===== config.mk =====
export PLATFORM = sky130hd
export DESIGN_NAME = bin_to_bcd_seq
export DESIGN_NICKNAME = d
export VERILOG_FILES = /design/src/rtl/bin_to_bcd_pkg.sv /design/src/rtl/bcd_digit_adj.sv /design/src/rtl/bin_to_bcd_seq.sv
export SDC_FILE = /design/constraint.sdc
export NUM_CORES = 1
export LEC_CHECK = 0
export ABC_AREA = 1
export BUFFER_PORTS_ARGS = -buffer_cell sky130_fd_sc_hd__buf_2
export CORE_ASPECT_RATIO = 0.8
export CORE_UTILIZATION = 56
export CTS_BUF_LIST = sky130_fd_sc_hd__clkbuf_16
export DETAILED_ROUTE_END_ITERATION = 16
export GPL_TIMING_DRIVEN = 0
export MAX_ROUTING_LAYER = met4
export PLACE_DENSITY = 0.82
export SYNTH_ARGS = -nofsm -noshare
export SYNTH_HDL_FRONTEND = slang
export SYNTH_SLANG_ARGS = --single-unit

===== constraint.sdc =====
create_clock -name C -period 1.9 [get_ports C]
set_input_delay 0.38 -clock C [delete_from_list [all_inputs] [get_ports C]]
set_output_delay 0.38 -clock C [all_outputs]
set_load 0.1 [all_outputs]

===== src/rtl/bin_to_bcd_pkg.sv =====
// bin_to_bcd_pkg: shared state encoding and add-3 constants for the BCD converter.
// Rev 1.0
`default_nettype none

package bin_to_bcd_pkg;

  typedef enum logic [1:0] {
    ST_IDLE  = 2'b00,
    ST_SHIFT = 2'b01,
    ST_DONE  = 2'b10
  } state_t;

  localparam logic [3:0] ADD3_THRESH = 4'd5;
  localparam logic [3:0] ADD3_VAL    = 4'd3;

endpackage

`default_nettype wire


===== src/rtl/bcd_digit_adj.sv =====
// bcd_digit_adj: double-dabble nibble correction, adds 3 when the digit is 5 or more.
// Rev 1.0
`default_nettype none

module bcd_digit_adj
  import bin_to_bcd_pkg::*;
(
  input  logic [3:0] digit,
  output logic [3:0] adjusted
);

  assign adjusted = (digit >= ADD3_THRESH) ? digit + ADD3_VAL : digit;

endmodule

`default_nettype wire


===== src/rtl/bin_to_bcd_seq.sv =====
// bin_to_bcd_seq: sequential double-dabble binary-to-BCD converter, one bit per clock.
// Define BIN2BCD_OVF_EN to add the sticky overflow output ovf. Rev 1.0
`default_nettype none

module bin_to_bcd_seq
  import bin_to_bcd_pkg::*;
#(
  parameter int IN_W   = 8,
  parameter int DIGITS = 3
) (
  input  logic                  C,
  input  logic                  Cl,
  input  logic                  start,
  input  logic [IN_W-1:0]       bin,
  output logic                  busy,
  output logic                  done,
`ifdef BIN2BCD_OVF_EN
  output logic                  ovf,
`endif
  output logic [4*DIGITS-1:0]   bcd
);

  localparam int BCD_W = 4 * DIGITS;
  localparam int CNT_W = $clog2(IN_W + 1);

  state_t             state;
  state_t             state_nxt;
  logic [BCD_W-1:0]   bcd_work;
  logic [BCD_W-1:0]   bcd_adj;
  logic [BCD_W-1:0]   bcd_shift;
  logic [IN_W-1:0]    bin_work;
  logic [CNT_W-1:0]   bit_cnt;
  logic               last_shift;
  logic               accept;

  generate
    for (genvar k = 0; k < DIGITS; k++) begin : g_digit
      bcd_digit_adj u_adj (
        .digit    (bcd_work[4*k +: 4]),
        .adjusted (bcd_adj[4*k +: 4])
      );
    end
  endgenerate

  // The top bit of bcd_adj falls off here; that is the truncation to DIGITS digits.
  assign bcd_shift  = (bcd_adj << 1) | BCD_W'(bin_work[IN_W-1]);
  assign last_shift = (bit_cnt == CNT_W'(IN_W - 1));
  assign accept     = start & ~busy;

  always_ff @(posedge C or negedge Cl) begin
    if (!Cl) begin
      state <= ST_IDLE;
    end else begin
      state <= state_nxt;
    end
  end

  always_comb begin
    state_nxt = ST_IDLE;
    busy      = 1'b0;
    done      = 1'b0;
    case (state)
      ST_SHIFT: begin
        busy      = 1'b1;
        state_nxt = last_shift ? ST_DONE : ST_SHIFT;
      end
      ST_DONE: begin
        busy      = 1'b1;
        done      = 1'b1;
        state_nxt = ST_IDLE;
      end
      default: begin
        state_nxt = start ? ST_SHIFT : ST_IDLE;
      end
    endcase
  end

  // bcd is loaded on the edge that enters DONE so it is already valid while done is high.
  always_ff @(posedge C or negedge Cl) begin
    if (!Cl) begin
      bcd_work <= '0;
      bin_work <= '0;
      bit_cnt  <= '0;
      bcd      <= '0;
    end else if (accept) begin
      bcd_work <= '0;
      bin_work <= bin;
      bit_cnt  <= '0;
    end else if (state == ST_SHIFT) begin
      bcd_work <= bcd_shift;
      bin_work <= bin_work << 1;
      bit_cnt  <= bit_cnt + CNT_W'(1);
      if (last_shift) begin
        bcd <= bcd_shift;
      end
    end
  end

`ifdef BIN2BCD_OVF_EN
  logic ovf_flag;
  logic ovf_flag_nxt;

  assign ovf_flag_nxt = ovf_flag | bcd_adj[BCD_W-1];

  always_ff @(posedge C or negedge Cl) begin
    if (!Cl) begin
      ovf_flag <= 1'b0;
      ovf      <= 1'b0;
    end else if (accept) begin
      ovf_flag <= 1'b0;
    end else if (state == ST_SHIFT) begin
      ovf_flag <= ovf_flag_nxt;
      if (last_shift) begin
        ovf <= ovf_flag_nxt;
      end
    end
  end
`endif

endmodule

`default_nettype wire

======== After elaboration in Yosys (flattened, before gate mapping) ========
Cells that the tools add are included.
cells by class
  add/subtract/negate cells ............... 4
  magnitude comparators ................... 3
  equality and inequality tests ........... 3
  multiplexer cells ....................... 14
  bitwise operators ....................... 4
  reductions and logical operators ........ 3
operators with widths
  kind                                                                   count
  12-bit 2-to-1 mux                                                      2
  4-bit 2-to-1 mux                                                       4
  8-bit 2-to-1 mux                                                       2
  4-bit by 3-bit >= comparator with 1-bit output, second input constant  3
  12-bit by 1-bit bitwise OR with 12-bit output                          1
  4-bit by 2-bit adder with 4-bit output, second input constant          2
  4-bit by 1-bit adder with 4-bit output, second input constant          1
  4-bit by 3-bit == test with 1-bit output, second input constant        1
  2-bit one-hot mux with 2 select lines                                  1
  3-bit by 2-bit adder with 3-bit output, second input constant          1
  1-bit 2-to-1 mux                                                       3
  3-bit 2-to-1 mux                                                       1
  3-bit AND reduction                                                    1
  2-bit by 1-bit == test with 1-bit output, second input constant        1
  2-bit == test, second input constant                                   1
  2-bit 2-to-1 mux                                                       1
  1-bit NOT                                                              2
  2-bit nonzero test                                                     1
  2-bit OR reduction                                                     1
  1-bit AND                                                              1
word-level totals
  register bits ........................... 38
  bits of input ports ..................... 11
  output and inout bits ................... 14

======== Longest topological paths before layout ========
Gate-level depths: netlist of the first run.
  depth in word-level cells ............... 7
  mapped depth ............................ 9

======== Hierarchy ========
A second synthesis of the first run with hierarchy kept.
second synthesis, totals
  cell total of the unflattened synthesis .. 260
  area total of the unflattened synthesis .. 2063.2 sq um
modules (own cells, without submodules)
  module          instances  cells an instance  area an instance (sq um)  seq. area each (sq um)
  bin_to_bcd_seq  1          191                1657.8                    950.9
  bcd_digit_adj   3          23                 135.1                     0.0

======== Worst setup path before layout of the first run ========
Ideal clock, no wire load.
  path kind ............................... register to output
  start point ............................. register state[0]
  end point ............................... output busy
  arrival time ............................ 1.300 ns
  required time ........................... 1.520 ns
  path slack .............................. 0.220 ns
  stages on the path, launching flop included .. 4
  path buffers ............................ 0
  path through ............................ dfrtp_1 -> inv_1 -> ha_1 -> inv_1
between the ends
  cells in the longest elaborated chain, start to end .. 3
  elaborated cells between the ends (all ways) .. 4
  classes of those cells .................. eq/ne (2); mux (1); reduce/logical (1)
ends and longest elaborated chain
  what                                                                              RTL line              source
  start, declared                                                                   bin_to_bcd_seq.sv:26  state_t state;
  start signal, assigned                                                            bin_to_bcd_seq.sv:54  state <= state_nxt;
  2-bit by 1-bit == test with 1-bit output / 2-bit == test (equally long branches)  bin_to_bcd_seq.sv:62  case (state)
  2-bit OR reduction (no line) (*)                                                  -
  1-bit 2-to-1 mux (*)                                                              bin_to_bcd_seq.sv:62
  end, declared                                                                     bin_to_bcd_seq.sv:15  output logic busy,
Every way passes the cells marked *; elsewhere a longest branch is shown, timed or not.

======== Final worst setup path of the first run ========
Same ends and word-level chain as after synthesis.

==> impl_metrics.py, run 1 <==
metrics = {
    "status": {
        "outcome": "finished, final reports clean",
    },
    "grt": {
        "grt_pass1_wl_um": 6330,
        "grt_max_degree": 39,
        "grt_pass1_vias": 1408,
        "grt_usage": 0.260,
        "antenna_found_initial": 0,
        "grt.overflow.total": 0,
    },
    "layout": {
        "multiInputGateArea_um2": 802,
        "fillers": 246,
        "diodes": 0,
        "register_area_um2": 951,
        "syn_to_final_growth_pct": 16.5,
        "instances_no_fill": 294,
        "drive_above_1_share": 0.173,
        "fin_nets": 273,
    },
    "routing": {
        "drt-total-wl_um": 3650,
        "ant_nets": 0,
        "vias": 1514,
        "wl_per_cell_um": 12.4,
        "wl_met3_um": 179,
        "wirelength_met1_um": 1810,
        "viasPerCell": 5.15,
        "topRoutingLayerUsed": "met4",
        "first_iter_violations": 113,
        "firstDrtPassIters": 4,
        "drc": 0,
        "met2WireLength_um": 1610,
    },
    "timing": {
        "worst_slack_ns": 0.108,
        "rsz0062_at_grt": "no",
        "setup_tns_ns": 0,
        "post-route-min-period_ns": 1.79,
        "min_period_over_period": 0.943,
        "final_max_slew_viol_count": 0,
        "fin_hold_ws_ns": 0.185,
        "hold_viol_final": 0,
        "worstMarginPinSlew_ns": 0.809,
        "setup-violations-final": 0,
        "fmax_mhz": 558,
        "slew_headroom": 0.461,
        "clock_skew_ns": 0.00360,
    },
    "clock_network": {
        "cts.clk_slew.worst_paths_ns": 0.05,
        "post_cts_buffers": 0,
        "cts_tree": "done",
        "root_buffer": "clkbuf_16",
        "clkSinkCount": 38,
        "clk_path_buf_depth": 2,
        "insertion_delay_ns": 0.29,
        "hold_buffers": 0,
        "cts_max_level": 2,
        "cts_buffers": 5,
    },
    "critical_path": {
        "r2r_cells": 9,
        "path_buf_inv": 3,
        "rr_endpoint": "bcd[4]$_DFFE_PN0P_",
        "start_kind": "flip-flop",
        "cp_data_required_time_ns": 1.52,
        "cpPeakStageDelay_ns": 0.34,
        "rr_startpoint": "state[0]$_DFF_PN0_",
        "critPathMaxFanout": 3,
        "cp.arrival_ns": 1.41,
        "reg2reg_slack_ns": 0.24,
        "slowest_stage": "dfrtp_1",
        "end_kind": "primary output",
        "crit_family": "buffers and inverters",
        "path_common_cell": "inv_1",
        "crit_type": "flip-flop to primary output",
        "worstPathCellList": "inv_1 -> ha_1 -> inv_1 -> clkbuf_4",
    },
    "run": {
        "drv_cap": 0,
    },
    "synth": {
        "synth_top_area_frac": 0.507,
        "syn-num-nets": 242,
        "synth_top_area_cell": "dfrtp_1",
        "ys_ff_latch": 38,
        "synth_common_cells": "nand2_1 (80), dfrtp_1 (38), nand3_1 (25), inv_1 (21), o21ai_0 (10)",
        "synth-main-ff-cell": "dfrtp_1",
        "synth-seq-area-share": 0.507,
        "synthTopCellsByArea": "dfrtp_1 (51%), nand2_1 (16%), nand3_1 (6.7%)",
        "synth_cell_types": 22,
        "synth_edf_count": 0,
        "ys_async_sr_fraction": 1.00,
        "syn_area_per_cell_um2": 8.45,
        "ys_warn_count": 0,
        "synth_area_mm2": 0.00188,
        "postSynthCellCount": 222,
        "synth.most_common_cell": "nand2_1",
    },
    "place": {
        "io_buffers": 24,
        "dp.cells": 286,
        "dp_slack_ns": 0.244,
        "hpwlAfterDp_um": 2510,
        "gp_congestion": 0.901,
    },
    "power": {
        "leakage_nw": 1.20,
        "power_density_mw_per_mm2": 1250,
        "ir_drop_mv": 0.925,
    },
    "floorplanning": {
        "die-area_mm2": 0.00359,
        "ios": 25,
        "die_w_um": 66.7,
        "row_count": 18,
        "start_util": 0.599,
        "die_y_um": 53.8,
        "fp.coreArea_mm2": 0.00313,
    },
    "min_path": {
        "hold_class": "input port to asynchronous set/reset pin",
    },
}
[stage by stage]
step / instance area [um2] / total power [mW] / util
after global placement: 2050 / 1.94 / 0.653
after global routing: 2190 / 2.91 / 0.698
final: 2190 / 2.74 / 0.698
after floorplan: 1880 / 1.76 / -
after CTS: 2180 / 2.75 / 0.697
after detailed placement: 2050 / 1.95 / 0.653
[report_power, final]
part	total, mW	internal (mW)	switching (mW)
registers	1.04	0.959	0.0849
clock network	0.784	0.474	0.311
logic	0.909	0.260	0.649
total	2.74	1.69	1.04
[flip-flops by register name, summed over array words and instances (netlist names)]
register  flops
bin_work      8
state         2
bcd          12
bcd_work     12
bit_cnt       4
[routing by layer]
layer / vias up / GRT usage
met4: 0 / 0.0922
met5: - / -
met1: 687 / 0.337
li1: 789 / -
met3: 6 / 0.102
met2: 32 / 0.370
[area by class of cell]
cell class | instances | area share
inverters | 24 | 0.0424
plain buffers | 3 | 0.0137
flip-flops and latches | 38 | 0.435
repair buffers | 24 | 0.0561
multi-input cells | 157 | 0.367
well taps | 40 | 0.0229
clock inverters | 3 | 0.00572
clock buffers | 5 | 0.0572
[layout by cell type, fill, tap and decap left out]
cell / count
nor3_1: 2
clkbuf_16: 5
nor2_1: 8
buf_6: 2
buf_4: 1
clkinv_2: 1
inv_1: 22
nand2_4: 1
dfrtp_1: 38
nor2_2: 1
inv_2: 2
nor2_4: 1
nand3_4: 1
a21oi_1: 1
o22ai_1: 4
ha_1: 9
inv_4: 1
nand2_1: 80
nand3_1: 25
clkinv_1: 1
nand4_1: 6
buf_2: 23
o211ai_1: 4
o21ai_2: 2
clkbuf_4: 1
nand2_2: 2
o21ai_0: 10
[worst max path at each step]
| stage | start | endpoint | slack, ns | cells past startpoint |
|---|---|---|---|---|
| floorplan | state[0]$_DFF_PN0_ | busy | 0.22 | 3 |
| CTS | state[0]$_DFF_PN0_ | busy | 0.006 | 4 |
| finish | state[0]$_DFF_PN0_ | busy | 0.11 | 4 |
| global route | state[0]$_DFF_PN0_ | busy | 0.03 | 4 |
| global placement | state[0]$_DFF_PN0_ | bcd[4]$_DFFE_PN0P_ | 0.26 | 9 |
| detailed placement | state[0]$_DFF_PN0_ | bcd[8]$_DFFE_PN0P_ | 0.24 | 9 |
[timing repair]
| action | in CTS | in global routing |
|---|---|---|
| gates resized for setup | 0 | 1 |
| endpoints found under the setup margin | 0 | 1 |
| endpoints found under the hold margin | 0 | 0 |
[kinds of logic after synthesis]
group | synth area share
adders and majority gates | 0.0600
buffers and inverters | 0.0654
AOI/OAI and AO/OA | 0.0680
DFF | 0.507
and+or+nand+nor | 0.300
Power figures use the tool's default switching activity.
==> inputs of run 2 (changes only) <==
--- a/config.mk
+++ b/config.mk
@@ -7,8 +7,11 @@
 export LEC_CHECK = 0
 export ABC_AREA = 1
 export BUFFER_PORTS_ARGS = -buffer_cell sky130_fd_sc_hd__buf_2
+export CELL_PAD_IN_SITES_DETAIL_PLACEMENT = 1
+export CELL_PAD_IN_SITES_GLOBAL_PLACEMENT = 1
 export CORE_ASPECT_RATIO = 0.8
-export CORE_UTILIZATION = 56
+export CORE_MARGIN = 1
+export CORE_UTILIZATION = 42
 export CTS_BUF_LIST = sky130_fd_sc_hd__clkbuf_16
 export DETAILED_ROUTE_END_ITERATION = 16
 export GPL_TIMING_DRIVEN = 0
==> impl_metrics.py, run 2 (synthesis gave the netlist of run 1 again) <==
metrics = {
    "power": {
        "switching_power_mw": 1.12,
        "power_density_mw_per_mm2": 1320,
        "p_clk_frac": 0.318,
        "p_sw_frac": 0.379,
        "leakage_nw": 1.21,
        "p_seq_frac": 0.355,
        "p_int_mw": 1.84,
        "pwr-share-comb": 0.327,
        "ir_drop_mv": 0.598,
    },
    "critical_path": {
        "cp_data_required_time_ns": 1.52,
        "critPathMaxFanout": 3,
        "path_common_cell": "inv_1",
        "worstPathCellList": "inv_1 -> ha_1 -> inv_1 -> buf_4",
        "slowest_stage": "dfrtp_1",
        "cp.arrival_ns": 1.39,
        "cpPeakStageDelay_ns": 0.35,
        "end_kind": "primary output",
        "start_kind": "flip-flop",
        "crit_type": "flip-flop to primary output",
    },
    "place": {
        "placed_area_mm2": 0.00207,
        "io_buffers": 24,
        "gp_congestion": 0.870,
        "hpwlAfterDp_um": 3450,
    },
    "timing": {
        "setup_tns_ns": 0,
        "rsz0062_at_grt": "no",
        "post-route-min-period_ns": 1.77,
        "clock_skew_ns": 0.00442,
        "slew_headroom": 0.435,
        "fin_hold_ws_ns": 0.206,
        "fmax_mhz": 566,
        "hold_viol_final": 0,
        "min_period_over_period": 0.929,
        "setup-violations-final": 0,
        "worstMarginPinSlew_ns": 0.848,
        "final_max_slew_viol_count": 0,
    },
    "layout": {
        "diodes": 0,
        "fillers": 524,
        "layout_common_cells": "nand2_1 (80), dfrtp_1 (38), nand3_1 (25)",
        "final_common_cell": "nand2_1",
        "syn_to_final_growth_pct": 19.1,
        "fin_area_mm2": 0.00223,
        "register_area_um2": 951,
        "drive_above_1_share": 0.181,
        "largestRegisters": "bcd: 12 flops, bcd_work: 12 flops, bin_work: 8 flops",
        "fin_nets": 273,
        "multiInputGateArea_um2": 802,
    },
    "clock_network": {
        "root_buffer": "clkbuf_16",
        "insertion_delay_ns": 0.28,
        "cts.clk_slew.worst_paths_ns": 0.06,
        "cts_max_level": 2,
        "cts_tree": "done",
        "clk_path_buf_depth": 2,
        "clkSinkCount": 38,
        "cts_buffers": 5,
    },
    "floorplanning": {
        "die_y_um": 61.8,
        "start_util": 0.443,
        "die_w_um": 76.7,
        "fp.coreArea_mm2": 0.00423,
        "ios": 25,
        "die-area_mm2": 0.00474,
        "row_count": 21,
    },
    "grt": {
        "grt_pass1_wl_um": 8100,
        "grt.overflow.total": 0,
        "grt_pass1_vias": 1741,
        "antenna_found_initial": 0,
        "grt_max_degree": 39,
        "grt_usage": 0.230,
    },
    "routing": {
        "drt-total-wl_um": 4850,
        "first_iter_violations": 44,
        "vias": 1606,
        "wl_per_cell_um": 15.6,
        "firstDrtPassIters": 4,
        "viasPerCell": 5.16,
        "drc": 0,
        "ant_nets": 0,
    },
    "min_path": {
        "hold_class": "input port to asynchronous set/reset pin",
    },
    "run": {
        "drv_cap": 0,
    },
    "status": {
        "outcome": "finished, final reports clean",
    },
}
[run 2: cell types whose count changed in the layout (fill, tap and decap cells not counted), sizes merged]
cell / before / now
buf: 26 / 27
bufinv: 0 / 1
clkbuf: 6 / 5
inv: 25 / 24
[run 2: what timing repair did]
item,in CTS,in global routing
setup endpoints to repair,1,0
hold buffers,0,0
gates resized for setup,1,0
buffers inserted,0,0
[run 2: critical path: cells and delay by family, from the launching register on]
family                     cells  cell delay, ns
DFF                            1            0.35
buffers and inverters          3            0.43
adders and majority gates      1            0.33
[run 2: layout make-up]
class                   count  share of cell area
flip-flops and latches     38               0.426
multi-input cells         157               0.359
clock buffers               5              0.0560
repair buffers             24              0.0549
inverters                  24              0.0414
well taps                  57              0.0319
clock inverters             3              0.0179
plain buffers               3              0.0134
[run 2: per-layer routing]
metal	share of wire	track usage	vias to the layer above
met5	0	-	-
met2	0.51	0.413	27
met1	0.45	0.270	788
li1	-	-	785
met4	0.010	0.0659	0
met3	0.029	0.0467	6
[run 2: per-stage QoR]
step	setup slack, ns	std cells	util	power [mW]
2_1_floorplan	0.220	222	-	1.76
3_3_place_gp	0.222	303	0.489	1.96
3_5_place_dp	0.196	303	0.489	2.02
4_1_cts	0.124	311	0.528	2.98
5_1_grt	0.0559	311	0.528	3.12
6_report	0.135	311	0.528	2.96
[run 2: final timing paths]
check / depth (start not counted) / end / from / slack (ns)
worst min register to register: 2 / bcd[1]$_DFFE_PN0P_ / bcd[1]$_DFFE_PN0P_ / 0.47
worst max-delay path: 4 / busy / state[0]$_DFF_PN0_ / 0.13
max in group asynchronous: 1 / bin_work[4]$_DFFE_PN0P_ / Cl / 1.16
worst min-delay path: 1 / bcd_work[2]$_DFFE_PN0P_ / Cl / 0.21
worst max register to register: 9 / bcd[6]$_DFFE_PN0P_ / state[0]$_DFF_PN0_ / 0.21
min in group C: 3 / bin_work[0]$_DFFE_PN0P_ / bin[0] / 0.32
[run 2: power groups by stage]
stage / sequential [mW] / combinational (mW) / clock [mW]
after floorplan: 1.10 / 0.651 / 0
after global placement: 1.05 / 0.909 / 0
after detailed placement: 1.06 / 0.956 / 0
after CTS: 1.05 / 0.979 / 0.953
after global routing: 1.07 / 1.07 / 0.978
final: 1.05 / 0.968 / 0.942
